===== src/rtl/serial_byte_tx_if.sv =====
// Byte-load handshake and framed serial output of serial_byte_tx.
// master = byte producer (testbench/upstream), slave = the transmitter.
interface serial_byte_tx_if;
  logic [7:0] data_in;
  logic       load;
  logic       ready;
  logic       so;
  logic       busy;
  logic       done;

  modport master (output data_in, load, input ready, so, busy, done);
  modport slave  (input data_in, load, output ready, so, busy, done);
endinterface


===== src/rtl/serial_byte_tx.sv =====
// Start/8-data/stop serial framer, LSB first, CLKS_PER_BIT clocks per bit.
// Define SERIAL_TX_PARITY_EN to insert an even-parity bit before the stop bit.
module serial_byte_tx #(
  parameter int CLKS_PER_BIT = 4
) (
  input  logic            clock,
  input  logic            reset,
  serial_byte_tx_if.slave bus
);

  typedef enum logic [2:0] {
    IDLE,
    START,
    DATA,
`ifdef SERIAL_TX_PARITY_EN
    PARITY,
`endif
    STOP
  } state_t;

  localparam logic [7:0] CNT_MAX = 8'(CLKS_PER_BIT - 1);

  state_t     state, state_n;
  logic [7:0] cnt, cnt_n;
  logic [2:0] bit_idx, bit_idx_n;
  logic [7:0] shift, shift_n;
  logic       bit_end;
`ifdef SERIAL_TX_PARITY_EN
  logic       par, par_n;
`endif

  assign bit_end = (cnt == CNT_MAX);

  // NOTE: sequential state uses non-blocking assignments only, so every
  // register samples the pre-edge value of every other register.
  always_ff @(posedge clock or posedge reset) begin
    if (reset) begin
      state   <= IDLE;
      cnt     <= '0;
      bit_idx <= '0;
      shift   <= '0;
`ifdef SERIAL_TX_PARITY_EN
      par     <= 1'b0;
`endif
    end else begin
      state   <= state_n;
      cnt     <= cnt_n;
      bit_idx <= bit_idx_n;
      shift   <= shift_n;
`ifdef SERIAL_TX_PARITY_EN
      par     <= par_n;
`endif
    end
  end

  // NOTE: every signal gets its hold value first, so no path through the
  // case statement can leave one unassigned and infer a latch.
  always_comb begin
    state_n   = state;
    cnt_n     = cnt;
    bit_idx_n = bit_idx;
    shift_n   = shift;
`ifdef SERIAL_TX_PARITY_EN
    par_n     = par;
`endif
    if (state == IDLE) begin
      // ready is high exactly in IDLE, so a load here is an accepted load
      if (bus.load) begin
        shift_n   = bus.data_in;
        cnt_n     = '0;
        bit_idx_n = '0;
`ifdef SERIAL_TX_PARITY_EN
        par_n     = ^bus.data_in;
`endif
        state_n   = START;
      end
    end else begin
      cnt_n = bit_end ? 8'd0 : 8'(cnt + 8'd1);
      if (bit_end) begin
        case (state)
          START: state_n = DATA;
          DATA: begin
            shift_n   = shift >> 1;
            bit_idx_n = 3'(bit_idx + 3'd1);
            if (bit_idx == 3'd7) begin
`ifdef SERIAL_TX_PARITY_EN
              state_n = PARITY;
`else
              state_n = STOP;
`endif
            end
          end
`ifdef SERIAL_TX_PARITY_EN
          PARITY: state_n = STOP;
`endif
          STOP:    state_n = IDLE;
          default: state_n = IDLE;
        endcase
      end
    end
  end

  // Outputs decode registered state only; load/data_in never reach them.
  always_comb begin
    bus.so    = 1'b1;
    bus.ready = (state == IDLE);
    bus.busy  = (state != IDLE);
    bus.done  = (state == STOP) && bit_end;
    case (state)
      START:   bus.so = 1'b0;
      DATA:    bus.so = shift[0];
`ifdef SERIAL_TX_PARITY_EN
      PARITY:  bus.so = par;
`endif
      default: bus.so = 1'b1;
    endcase
  end

endmodule


===== src/flat_wrapper.sv =====
// flat-port wrapper written by rule: the top's interface ports become plain ports
module serial_byte_tx_flat 
#(
  parameter int CLKS_PER_BIT = 4
)
  (clock, reset, bus_data_in, bus_load, bus_ready, bus_so, bus_busy, bus_done);
  serial_byte_tx_if bus_i ();
  input  logic clock;
  input  logic reset;
  input wire logic [$bits(bus_i.data_in)-1:0] bus_data_in;
  input wire logic [$bits(bus_i.load)-1:0] bus_load;
  output wire logic [$bits(bus_i.ready)-1:0] bus_ready;
  output wire logic [$bits(bus_i.so)-1:0] bus_so;
  output wire logic [$bits(bus_i.busy)-1:0] bus_busy;
  output wire logic [$bits(bus_i.done)-1:0] bus_done;
  assign bus_i.data_in = bus_data_in;
  assign bus_i.load = bus_load;
  assign bus_ready = bus_i.ready;
  assign bus_so = bus_i.so;
  assign bus_busy = bus_i.busy;
  assign bus_done = bus_i.done;
  serial_byte_tx #(.CLKS_PER_BIT(CLKS_PER_BIT)) u_core (.clock(clock), .reset(reset), .bus(bus_i));
endmodule

===== config.mk =====
export PLATFORM = sky130hd
export DESIGN_NAME = serial_byte_tx_flat
export DESIGN_NICKNAME = d
export VERILOG_FILES = /design/src/rtl/serial_byte_tx_if.sv /design/src/rtl/serial_byte_tx.sv /design/src/flat_wrapper.sv
export SDC_FILE = /design/constraint.sdc
export NUM_CORES = 1
export LEC_CHECK = 0
export BUFFER_PORTS_ARGS = -buffer_cell sky130_fd_sc_hd__buf_2
export CAP_MARGIN = 25
export CORE_ASPECT_RATIO = 1.25
export CORE_UTILIZATION = 55
export CTS_CLUSTER_DIAMETER = 50
export DETAILED_ROUTE_END_ITERATION = 10
export PLACE_DENSITY = 0.76
export SLEW_MARGIN = 5
export SYNTH_ARGS = -nofsm -noshare
export SYNTH_HDL_FRONTEND = slang
export SYNTH_SLANG_ARGS = --single-unit

===== constraint.sdc =====
create_clock -name clock -period 4.2 [get_ports clock]
set_clock_uncertainty 0.2 [all_clocks]
set_input_delay 0.63 -clock clock [delete_from_list [all_inputs] [get_ports clock]]
set_output_delay 0.63 -clock clock [all_outputs]
set_load 0.01 [all_outputs]

* Word level (Yosys, flattened, before mapping) *
Index checks and enable logic that the tools add are counted.

storage, ports and cells
  output and inout port bits = 4
  input port bits = 11
  word-level logic and storage cells = 37
  flip-flop bits (word level) = 22

operators by class
  muxes and demuxes = 17
  reduce and logical (&&, ||, !) cells = 7
  add/subtract/negate cells = 2
  equal/unequal tests = 7

operator list
  kind                   number
  $mux W8                7
  $mux W3                8
  $add A8 B1 Y8 const B  1
  $eq A8 B2 Y1 const B   1
  $eq A3 B2 Y1 const B   2
  $pmux W3 S2            1
  $reduce_and A3 Y1      2
  $reduce_bool A2 Y1     2
  $add A3 B1 Y3 const B  1
  $eq A3 B1 Y1 const B   1
  $eq A3 B3 Y1 const B   1
  $logic_not A3 Y1       1
  $ne A3 B2 Y1 const B   1
  $reduce_bool A3 Y1     1
  $ne A2 B2 Y1 const B   1
  $pmux W1 S2            1
  $logic_and A1 B1 Y1    1

* Depth between registers and ports, before layout *
Gate-level depths: netlist of run 1.

  depth after elaboration = 5
  mapped depth = 6
  depth with buffers taken out = 5

* Least setup slack after synthesis of run 1 *
Ideal clock, no wire load.

  path kind = flip-flop to output port
  start = register u_core.cnt[0]
  end = output bus_done
  path slack = 1.999 ns
  path buffers = 0
  cell stages (with the launch flop) = 4
  arrival time = 1.371 ns
  path through = dfrtp_1 ha_1 or4b_4 nor3_1

on the way
  word-level cells in the longest chain between the ends = 2

ends and longest elaborated chain
  element                 RTL line               source
  start, declared         serial_byte_tx.sv:24   logic [7:0] cnt, cnt_n;
  start signal, assigned  serial_byte_tx.sv:47   cnt <= cnt_n;
  $eq A8 B2 Y1            serial_byte_tx.sv:32   assign bit_end = (cnt == CNT_MAX);
  $logic_and A1 B1 Y1     serial_byte_tx.sv:108  bus.done = (state == STOP) && bit_end;
  end, declared           flat_wrapper.sv:15     output wire logic [$bits(bus_i.done)-1:0] bus_done;

No other way between the ends.

* Final worst setup path of run 1 *
Same ends and word-level chain as after synthesis.

==> results of run 1 <==
cell type report:
type	count	area, µm²
sequential	21	526
inverter	7	26.3
tap	30	37.5
fill	171	724
clock buffer	4	26.3
timing repair buffer	14	70.1
multi-input combinational	81	639
kinds of logic after synthesis:
family / share of synthesized area (%)
XOR/XNOR: 0.709
buffers and inverters: 5.77
AND/OR/NAND/NOR: 17.5
multiplexers: 3.34
AO/OA/AOI/OAI: 22.1
adder cells (fa/ha/maj): 8.10
flip-flops: 42.5
placed cells by master, fill, tap and decap left out, types with 2 or more instances in the layout:
cell / synthesis / routed
a21o_1: 3 / 3
a31oi_1: 5 / 5
and3_1: 2 / 2
buf_2: 0 / 14
clkbuf_4: 0 / 3
dfrtp_1: 21 / 21
ha_1: 8 / 8
inv_1: 7 / 7
mux2i_1: 3 / 3
nand2_1: 8 / 8
nand2b_1: 2 / 2
nand3_1: 3 / 3
nand4_1: 2 / 2
nor2b_1: 2 / 2
nor4_1: 2 / 2
o211ai_1: 3 / 3
o21ai_0: 4 / 4
o221a_1: 7 / 7
or2_2: 7 / 7
power groups by stage:
| stage | clock network [mW] | logic [mW] | registers [mW] |
|---|---|---|---|
| final | 0.0956 | 0.283 | 0.382 |
| after global routing | 0.108 | 0.317 | 0.395 |
| after CTS | 0.100 | 0.286 | 0.380 |
| after detailed placement | 0 | 0.285 | 0.383 |
| after global placement | 0 | 0.272 | 0.382 |
| after floorplan | 0 | 0.271 | 0.350 |
layer usage:
| layer | share of wire [%] | vias to the layer above | wire (µm) |
|---|---|---|---|
| met5 | 0 | - | 0 |
| li1 | - | 457 | - |
| met3 | 3.3 | 5 | 74 |
| met4 | 1.5 | 0 | 34 |
| met1 | 44 | 462 | 998 |
| met2 | 51 | 25 | 1160 |
registers in the layout, summed over array words and instances, names as in the netlist:
register,count
u_core.bit_idx,3
u_core.shift,8
u_core.state,2
u_core.cnt,8
stage by stage:
| step | cell area (µm²) | setup slack, ns | hold WS, ns | instances |
|---|---|---|---|---|
| 3_5_place_dp | 1300 | 1.84 | 0.286 | 153 |
| 5_1_grt | 1330 | 1.40 | 0.318 | 157 |
| 3_3_place_gp | 1300 | 1.86 | 0.278 | 153 |
| 6_report | 1330 | 1.52 | 0.251 | 157 |
| 2_1_floorplan | 1240 | 2.00 | 0.257 | 114 |
| 4_1_cts | 1330 | 1.52 | 0.275 | 157 |
synth_stat cells, drive strengths merged (3+ instances only):
master  count  area share, %
buf         3            3.0
mux2i       3            2.4
o221a       7            6.4
a31oi       5            2.5
nand2       8            2.4
or2         7            3.5
a21o        3            1.8
o211ai      3            1.8
nand3       3            1.2
o21ai       4            1.6
dfrtp      21             43
inv         7            2.1
ha          8            8.1
final timing paths:
path	from	to	slack [ns]	cells after the start
max in group asynchronous	reset	u_core.shift[3]	3.07	2
min in group clock	u_core.bit_idx[0]	u_core.bit_idx[0]	0.30	1
worst max register to register	u_core.state[0]	u_core.shift[5]	1.82	5
worst min-delay path	reset	u_core.shift[6]	0.25	2
worst max-delay path	u_core.cnt[0]	bus_done	1.52	4
worst min register to register	u_core.bit_idx[0]	u_core.bit_idx[0]	0.30	1
==> metrics.yaml, run 1 <==
clock_tree:
  clkTransAtPathRegs_ns: 0.11
  clockBufferDepth: 2
  cts_setup_buffers: 0
  cts_tree: "yes"
  numCtsBuffers: 3
  clkLatencyLatePin_ns: 0.30
  cts_max_level: 1
  cts_resized: 0
  clkSinkCount: 21
  cts_root_buf: "clkbuf_4"
  postCtsHoldBufs: 0
outcome:
  status: "completed"
drt:
  vias: 949
  drc_errors: 0
  routed_wl_mm: 2.27
  dr.first_iter.drc_count: 23
  viasPerCell: 6.04
  wl_per_cell_um: 14.5
  drtAntennaViolNets: 0
  drt_first_pass_iters: 4
power_and_ir_drop:
  leakage_nw: 0.608
  intPower_uw: 481
  switching_share_pct: 36.7
  pwr-share-clk_pct: 12.6
  p_total_uw: 760
  seqPwrFrac_pct: 50.2
  p_comb_share_pct: 37.2
  power_density_nw_per_um2: 574
  switchingPower_uw: 279
  ir_worst_vdd_mv: 0.290
global_route:
  grt_pass1_vias: 928
  grt_busiest_layer: "met2"
  grt.overflow.total: 0
  grt_max_degree: 22
  grt_util_met1_pct: 24.5
  grt_usage_pct: 21.7
  grt_first_pass_wirelength_mm: 3.91
  use_met3_pct: 3.90
  grt_util_met2_pct: 40.7
  antenna_found_initial: 0
timing:
  rsz0062_at_grt: "false"
  setup_tns_ns: 0
  drv_slew: 0
  worstMarginPinSlew_ns: 0.772
  setup_violations: 0
  fmax_mhz: 374
  timing.final.crit_share_pct: 63.7
  finalHoldViolCount: 0
  slew-limit-headroom_pct: 48.5
  finalCriticalPeriod_ns: 2.68
floorplanning:
  io_pins: 15
  fp.dieH_um: 55.0
  fp-row-count: 18
  fp.dieW_um: 44.4
  dieArea_um2: 2440
  coreArea_um2: 2050
  start_util_pct: 60.3
placement:
  dp_hpwl_mm: 1.73
  numPortBuffers: 14
  place_congestion: 0.870
synthesis:
  synth_flop_cell: "dfrtp_1"
  syn_nets: 133
  async_flop_share_pct: 100
  synth_edf_count: 0
  syn_area_per_cell_um2: 10.8
  syn-cell-area_um2: 1240
  syn_inst: 114
  synth_seq_cells: 21
  ys_seq_area_share_pct: 42.5
  yosysUniqueCellTypes: 40
  yosysWarnings: 0
worst_setup_path:
  cpPeakStageDelay_ns: 0.52
  crit_chain: "ha_1 > or4b_4 > nor3_1 > buf_2"
  critPathMaxFanout: 5
  crit_buf_inv: 1
  timing_worst_setup_path_type: "reg -> out"
  required_ns: 3.37
  critPathArrivalTime_ns: 1.85
  setup.worst_path.start_class: "register"
  path_delay_family: "simple AND/OR/NAND/NOR gates"
  slowest_stage: "or4b_4"
  cp-end-kind: "output port"
finish:
  fin_nets: 147
  final_util_pct: 64.7
  drive_above_1_share_pct: 24.4
  antenna_cells: 0
  syn_to_final_growth_pct: 7.19
min_path:
  hold_path.class: "in -> async"
job:
  drv_cap: 0
(Power assumes the default switching activity.)
==> run 2: changes to the inputs <==
==> constraint.sdc (replaced) <==
create_clock -name clock -period 2.6 [get_ports clock]
set_clock_uncertainty 0.2 [all_clocks]
set_input_delay 0.39 -clock clock [delete_from_list [all_inputs] [get_ports clock]]
set_output_delay 0.39 -clock clock [all_outputs]
set_load 0.01 [all_outputs]
==> run 2 against run 1 <==
Compared with the run above:
- via count grew 0.95%
- largest power group unchanged
- critical endpoint unchanged
- worst hold slack lost 0.23 ns
- setup slack lost 1.3 ns
- combinational power grew 60%
==> metrics.yaml, run 2 (synthesis gave the netlist of run 1 again) <==
floorplanning:
  coreArea_um2: 2050  # unchanged
  io_pins: 15  # unchanged
  fp.dieH_um: 55.0  # unchanged
  start_util_pct: 60.3  # unchanged
  fp-row-count: 18  # unchanged
  fp.dieW_um: 44.4  # unchanged
  dieArea_um2: 2440  # unchanged
global_route:
  grt_first_pass_wirelength_mm: 3.66  # was 3.91 mm
  grt_usage_pct: 21.1  # was 21.7%
  grt.overflow.total: 0  # unchanged
  grt_max_degree: 22  # unchanged
  grt_pass1_vias: 822  # was 928
  antenna_found_initial: 0  # unchanged
clock_tree:
  cts_root_buf: "clkbuf_4"  # unchanged
  clkTransAtPathRegs_ns: 0.12  # was 0.11 ns
  clkLatencyLatePin_ns: 0.30  # about the same
  clockBufferDepth: 2  # unchanged
  clkSinkCount: 21  # unchanged
  postCtsHoldBufs: 0  # unchanged
  cts_tree: "yes"  # unchanged
  numCtsBuffers: 3  # unchanged
  cts_resized: 0  # unchanged
  cts_setup_buffers: 0  # unchanged
  cts_max_level: 1  # unchanged
drt:
  drt_first_pass_iters: 5  # was 4
  drtAntennaViolNets: 0  # unchanged
  wl_per_cell_um: 14.7  # was 14.5 µm
  viasPerCell: 6.06  # was 6.04
  drc_errors: 0  # unchanged
  vias: 958  # was 949
  dr.first_iter.drc_count: 16  # was 23
  routed_wl_mm: 2.32  # was 2.27 mm
placement:
  place_congestion: 0.820  # was 0.870
  numPortBuffers: 14  # unchanged
  post_dp_cell_area_um2: 1310  # was 1300 µm²
  place_ws_ns: 0.355  # was 1.84 ns
  dp_hpwl_mm: 1.71  # was 1.73 mm
timing:
  setup_violations: 0  # unchanged
  timing.final.crit_share_pct: 92.2
  setup_tns_ns: 0  # unchanged
  finalCriticalPeriod_ns: 2.40
  drv_slew: 0  # unchanged
  finalHoldViolCount: 0  # unchanged
  rsz0062_at_grt: "false"  # unchanged
  fin_ws_ns: 0.202  # was 1.52 ns
  fmax_mhz: 417
  worstMarginPinSlew_ns: 0.794  # was 0.772 ns
  slew-limit-headroom_pct: 47.0  # was 48.5%
finish:
  fillerInstances: 155  # was 171
  largestRegisters: "u_core.cnt (8), u_core.shift (8), u_core.bit_idx (3)"  # unchanged
  final_util_pct: 65.0  # was 64.7%
  multi_input_area_um2: 639  # unchanged
  antenna_cells: 0  # unchanged
  drive_above_1_share_pct: 25.0  # was 24.4%
  final_common_cell: "dfrtp_1"  # unchanged
  postLayoutCellArea_um2: 1330  # about the same
  syn_to_final_growth_pct: 7.79  # was 7.19%
  mostFrequentLayoutCells: "21 x dfrtp_1, 14 x buf_2, 8 x nand2_1, 8 x ha_1"  # unchanged
  fin_nets: 148  # was 147
  regArea_um2: 526  # unchanged
power_and_ir_drop:
  leakage_nw: 0.613  # was 0.608 nW
  ir_worst_vdd_mv: 0.567  # was 0.290 mV
  p_total_mw: 1.23  # was 760 µW
  power_density_nw_per_um2: 925  # was 574 nW/µm²
worst_setup_path:
  required_ns: 2.01  # was 3.37 ns
  crit_buf_inv: 1  # unchanged
  path_delay_family: "simple AND/OR/NAND/NOR gates"  # unchanged
  setup.worst_path.start_class: "register"  # unchanged
  critPathArrivalTime_ns: 1.81  # was 1.85 ns
  cp-end-kind: "output port"  # unchanged
  critPathMaxFanout: 5  # unchanged
  slowest_stage: "or4b_4"  # unchanged
  crit_chain: "ha_1 > or4b_4 > nor3_1 > buf_2"  # unchanged
  cpPeakStageDelay_ns: 0.51  # was 0.52 ns
  timing_worst_setup_path_type: "reg -> out"  # unchanged
min_path:
  hold_path.class: "in -> async"  # unchanged
job:
  drv_cap: 0  # unchanged
outcome:
  status: "completed"  # unchanged
run 2: cell types whose count changed in the layout (fill, tap and decap cells not counted):
cell	change
buf_4	+1
run 2: path summary, 6_finish.rpt:
check | slack [ns] | endpoint | cells past startpoint | startpoint
max reg2reg | 0.34 | u_core.shift[4] | 4 | u_core.cnt[0]
max in group asynchronous | 1.68 | u_core.cnt[2] | 2 | reset
min | 0.02 | u_core.shift[1] | 2 | reset
min reg2reg | 0.31 | u_core.bit_idx[0] | 1 | u_core.bit_idx[0]
max | 0.20 | bus_done | 4 | u_core.cnt[0]
min in group clock | 0.12 | u_core.cnt[1] | 2 | bus_load
run 2: metrics by stage:
stage               cells  hold WS [ns]
global route          158        0.0695
CTS                   158        0.0484
floorplan             114         0.167
detailed placement    154         0.294
global placement      154         0.283
finish                158        0.0182
run 2: area by class of cell:
cell class / instances / share of cell area, %
Clock buffer: 4 / 1.97
Inverter: 7 / 1.97
Multi-Input combinational cell: 81 / 48.0
Sequential cell: 21 / 39.4
Timing Repair Buffer: 15 / 5.82
Tap cell: 30 / 2.82
run 2: routing by layer:
metal  global-route usage [%]  up-vias  share of wire (%)
met3                     3.25        2                3.5
li1                         -      455                  -
met2                     37.3       26                 50
met5                        0        -                  0
met4                     10.6        0                1.3
met1                     24.9      475                 45
run 2: report_power, final:
group	leakage, nW	switching, mW	internal (mW)
logic	0.348	0.208	0.246
clock network	0.0150	0.0987	0.0597
registers	0.250	0.149	0.471
==> run 3: changes to the inputs <==
--- a/config.mk
+++ b/config.mk
@@ -5,9 +5,10 @@
 export SDC_FILE = /design/constraint.sdc
 export NUM_CORES = 1
 export LEC_CHECK = 0
+export ABC_AREA = 1
 export BUFFER_PORTS_ARGS = -buffer_cell sky130_fd_sc_hd__buf_2
-export CAP_MARGIN = 25
 export CORE_ASPECT_RATIO = 1.25
+export CORE_MARGIN = 3
 export CORE_UTILIZATION = 55
 export CTS_CLUSTER_DIAMETER = 50
 export DETAILED_ROUTE_END_ITERATION = 10
==> run 3 against run 2 <==
Compared with the run above:
- first-iteration DRC count rose to 2.6 times the previous value
- sequential share of layout area down 0.83 points
- maximum frequency grew 5.7%
- cell area increased by 2.2%
- largest power group is now combinational cells
==> metrics.yaml, run 3 <==
outcome:
  status: "completed"  # unchanged
synthesis:
  ys_seq_area_share_pct: 41.8  # was 42.5%
  synth.most_common_cell: "nand2_1"  # was dfrtp_1
  async_flop_share_pct: 100  # unchanged
  yosysTopAreaCell: "dfrtp_1"  # unchanged
  synth_edf_count: 0  # unchanged
  syn-cell-area_um2: 1260  # was 1240 µm²
  synth_seq_cells: 21  # unchanged
  yosys-top-cells-area: "dfrtp_1 42%, nand2_1 18%, ha_1 8.0%"  # was dfrtp_1 43%, ha_1 8.1%, o221a_1 6.4%
  synth_common_cells: "60 x nand2_1, 21 x dfrtp_1, 13 x inv_1"  # was 21 x dfrtp_1, 8 x ha_1, 8 x nand2_1
  synth_flop_cell: "dfrtp_1"  # unchanged
  syn_inst: 161  # was 114
  syn_area_per_cell_um2: 7.80  # was 10.8 µm²
  yosysUniqueCellTypes: 23  # was 40
  yosysWarnings: 0  # unchanged
  synth.top_cell.area_share_pct: 41.8  # was 42.5%
  syn_nets: 180  # was 133
job:
  drv_cap: 0  # unchanged
global_route:
  grt_first_pass_wirelength_mm: 4.31  # was 3.66 mm
  grt_pass1_vias: 1032  # was 822
  grt_max_degree: 22  # unchanged
  grt.overflow.total: 0  # unchanged
  antenna_found_initial: 0  # unchanged
  grt_usage_pct: 19.2  # was 21.1%
timing:
  hold_ws_ns: 0.0174  # was 0.0182 ns
  rsz0062_at_grt: "false"  # unchanged
  setup_violations: 0  # unchanged
  drv_slew: 0  # unchanged
  finalCriticalPeriod_ns: 2.27  # was 2.40 ns
  slew-limit-headroom_pct: 47.7  # was 47.0%
  finalHoldViolCount: 0  # unchanged
  fin_ws_ns: 0.331  # was 0.202 ns
  setup_tns_ns: 0  # unchanged
  worstMarginPinSlew_ns: 0.783  # was 0.794 ns
  fmax_mhz: 441  # was 417 MHz
  timing.final.crit_share_pct: 87.3  # was 92.2%
clock_tree:
  postCtsHoldBufs: 0  # unchanged
  cts_root_buf: "clkbuf_4"  # unchanged
  cts_resized: 0  # unchanged
  clkSinkCount: 21  # unchanged
  clkTransAtPathRegs_ns: 0.11  # was 0.12 ns
  cts_max_level: 1  # unchanged
  cts_setup_buffers: 0  # unchanged
  clockBufferDepth: 2  # unchanged
  numCtsBuffers: 3  # unchanged
  clkLatencyLatePin_ns: 0.30  # about the same
  cts_tree: "yes"  # unchanged
worst_setup_path:
  timing_worst_setup_path_type: "reg -> reg"  # was reg -> out
  critPathArrivalTime_ns: 2.27  # was 1.81 ns
  setup.worst_path.start_class: "register"  # unchanged
  critPathMaxFanout: 16  # was 5
  rr_endpoint: "u_core.shift[1]"  # was u_core.shift[4]
  worstSetupEndpoint: "u_core.shift[1]"  # was bus_done
  ff2ff_path_depth: 7  # was 4
  r2r-start: "u_core.state[0]"  # was u_core.cnt[0]
  crit_start: "u_core.state[0]"  # was u_core.cnt[0]
  r2r_slack_ns: 0.33  # was 0.34 ns
  required_ns: 2.60  # was 2.01 ns
  cp-end-kind: "register"  # was output port
placement:
  numPortBuffers: 14  # unchanged
  place_ws_ns: 0.341  # was 0.355 ns
  dp_hpwl_mm: 1.82  # was 1.71 mm
  place_congestion: 0.842  # was 0.820
power_and_ir_drop:
  ir_worst_vdd_mv: 0.591  # was 0.567 mV
  power_density_nw_per_um2: 1110  # was 925 nW/µm²
  leakage_nw: 0.729  # was 0.613 nW
drt:
  wl_per_cell_um: 12.1  # was 14.7 µm
  viasPerCell: 5.23  # was 6.06
  drc_errors: 0  # unchanged
  vias: 1067  # was 958
  dr.first_iter.drc_count: 42  # was 16
  routed_wl_mm: 2.47  # was 2.32 mm
  drtAntennaViolNets: 0  # unchanged
  drt_first_pass_iters: 4  # was 5
floorplanning:
  fp-row-count: 18  # unchanged
  dieArea_um2: 2900  # was 2440 µm²
  coreArea_um2: 2070  # was 2050 µm²
  start_util_pct: 60.6  # was 60.3%
  fp.dieW_um: 48.7  # was 44.4 µm
  io_pins: 15  # unchanged
  fp.dieH_um: 59.4  # was 55.0 µm
finish:
  syn_to_final_growth_pct: 8.37  # was 7.79%
  fin_nets: 194  # was 148
  mostFrequentLayoutCells: "60 x nand2_1, 21 x dfrtp_1, 14 x buf_2"  # was 21 x dfrtp_1, 14 x buf_2, 8 x nand2_1, 8 x ha_1
  drive_above_1_share_pct: 17.8  # was 25.0%
  final_common_cell: "nand2_1"  # was dfrtp_1
  largestRegisters: "u_core.cnt (8), u_core.shift (8), u_core.bit_idx (3)"  # unchanged
  antenna_cells: 0  # unchanged
min_path:
  hold_path.class: "in -> async"  # unchanged
## run 3: cell types whose count changed in the layout (fill, tap and decap cells not counted), moves of 4 or more
| cell | before | now |
|---|---|---|
| nand3_1 | 3 | 10 |
| nor2_1 | 1 | 8 |
| o221a_1 | 7 | 0 |
| or2_2 | 7 | 1 |
| a31oi_1 | 5 | 0 |
| o22ai_2 | 0 | 4 |
| nand4_1 | 2 | 10 |
| o21ai_1 | 0 | 4 |
| nand2_1 | 8 | 60 |
| inv_1 | 7 | 13 |
## run 3: per-layer routing
metal / GRT usage [%] / vias to the layer above / wire length, µm
met5: 0 / - / 0
met4: 8.13 / 0 / 32
met3: 3.27 / 4 / 102
met2: 34.0 / 31 / 1190
met1: 23.1 / 491 / 1150
li1: - / 541 / -
## run 3: metrics by stage
stage               cell area [µm²]  power [mW]  utilization [%]  instances
floorplan                      1260        1.19                -        161
global placement               1340        1.33             64.4        200
detailed placement             1340        1.36             64.4        200
CTS                            1360        1.52             65.7        204
global route                   1360        1.67             65.7        204
finish                         1360        1.51             65.7        204
## run 3: worst min-delay path by stage
stage | end | slack (ns) | cells after the start
2_1_floorplan | u_core.bit_idx[0] | 0.17 | 1
3_3_place_gp | u_core.bit_idx[1] | 0.26 | 2
3_5_place_dp | u_core.shift[6] | 0.26 | 2
4_1_cts | u_core.state[1] | 0.04 | 2
5_1_grt | u_core.cnt[6] | 0.05 | 2
6_report | u_core.cnt[2] | 0.02 | 2
## run 3: critical path, cell delays in order, from the launching register on
cell and delay (ns):
dfrtp_1 0.42, inv_1 0.10, ha_1 0.23, inv_2 0.22, or2_1 0.36, nand3_1 0.38
nand2_1 0.17, nand2_1 0.06
## run 3: power by group
group          internal [mW]  switching [mW]
Combinational          0.285           0.534
Sequential             0.443          0.0882
Clock                 0.0597          0.0962
Total                  0.789           0.719
## run 3: final cells by class
class | count | area [µm²]
fill | 190 | 711
multi-input combinational | 117 | 627
sequential | 21 | 526
timing repair buffer | 16 | 85.1
inverter | 16 | 60.1
tap | 30 | 37.5
clock buffer | 4 | 26.3
## run 3: logic make-up after synthesis
logic type	count (synthesis)	synth area share, %
AO/OA/AOI/OAI	14	8.57
XOR/XNOR	2	1.39
adder cells (fa/ha/maj)	8	7.97
AND/OR/NAND/NOR	93	32.0
buffers and inverters	23	8.27
flip-flops	21	41.8
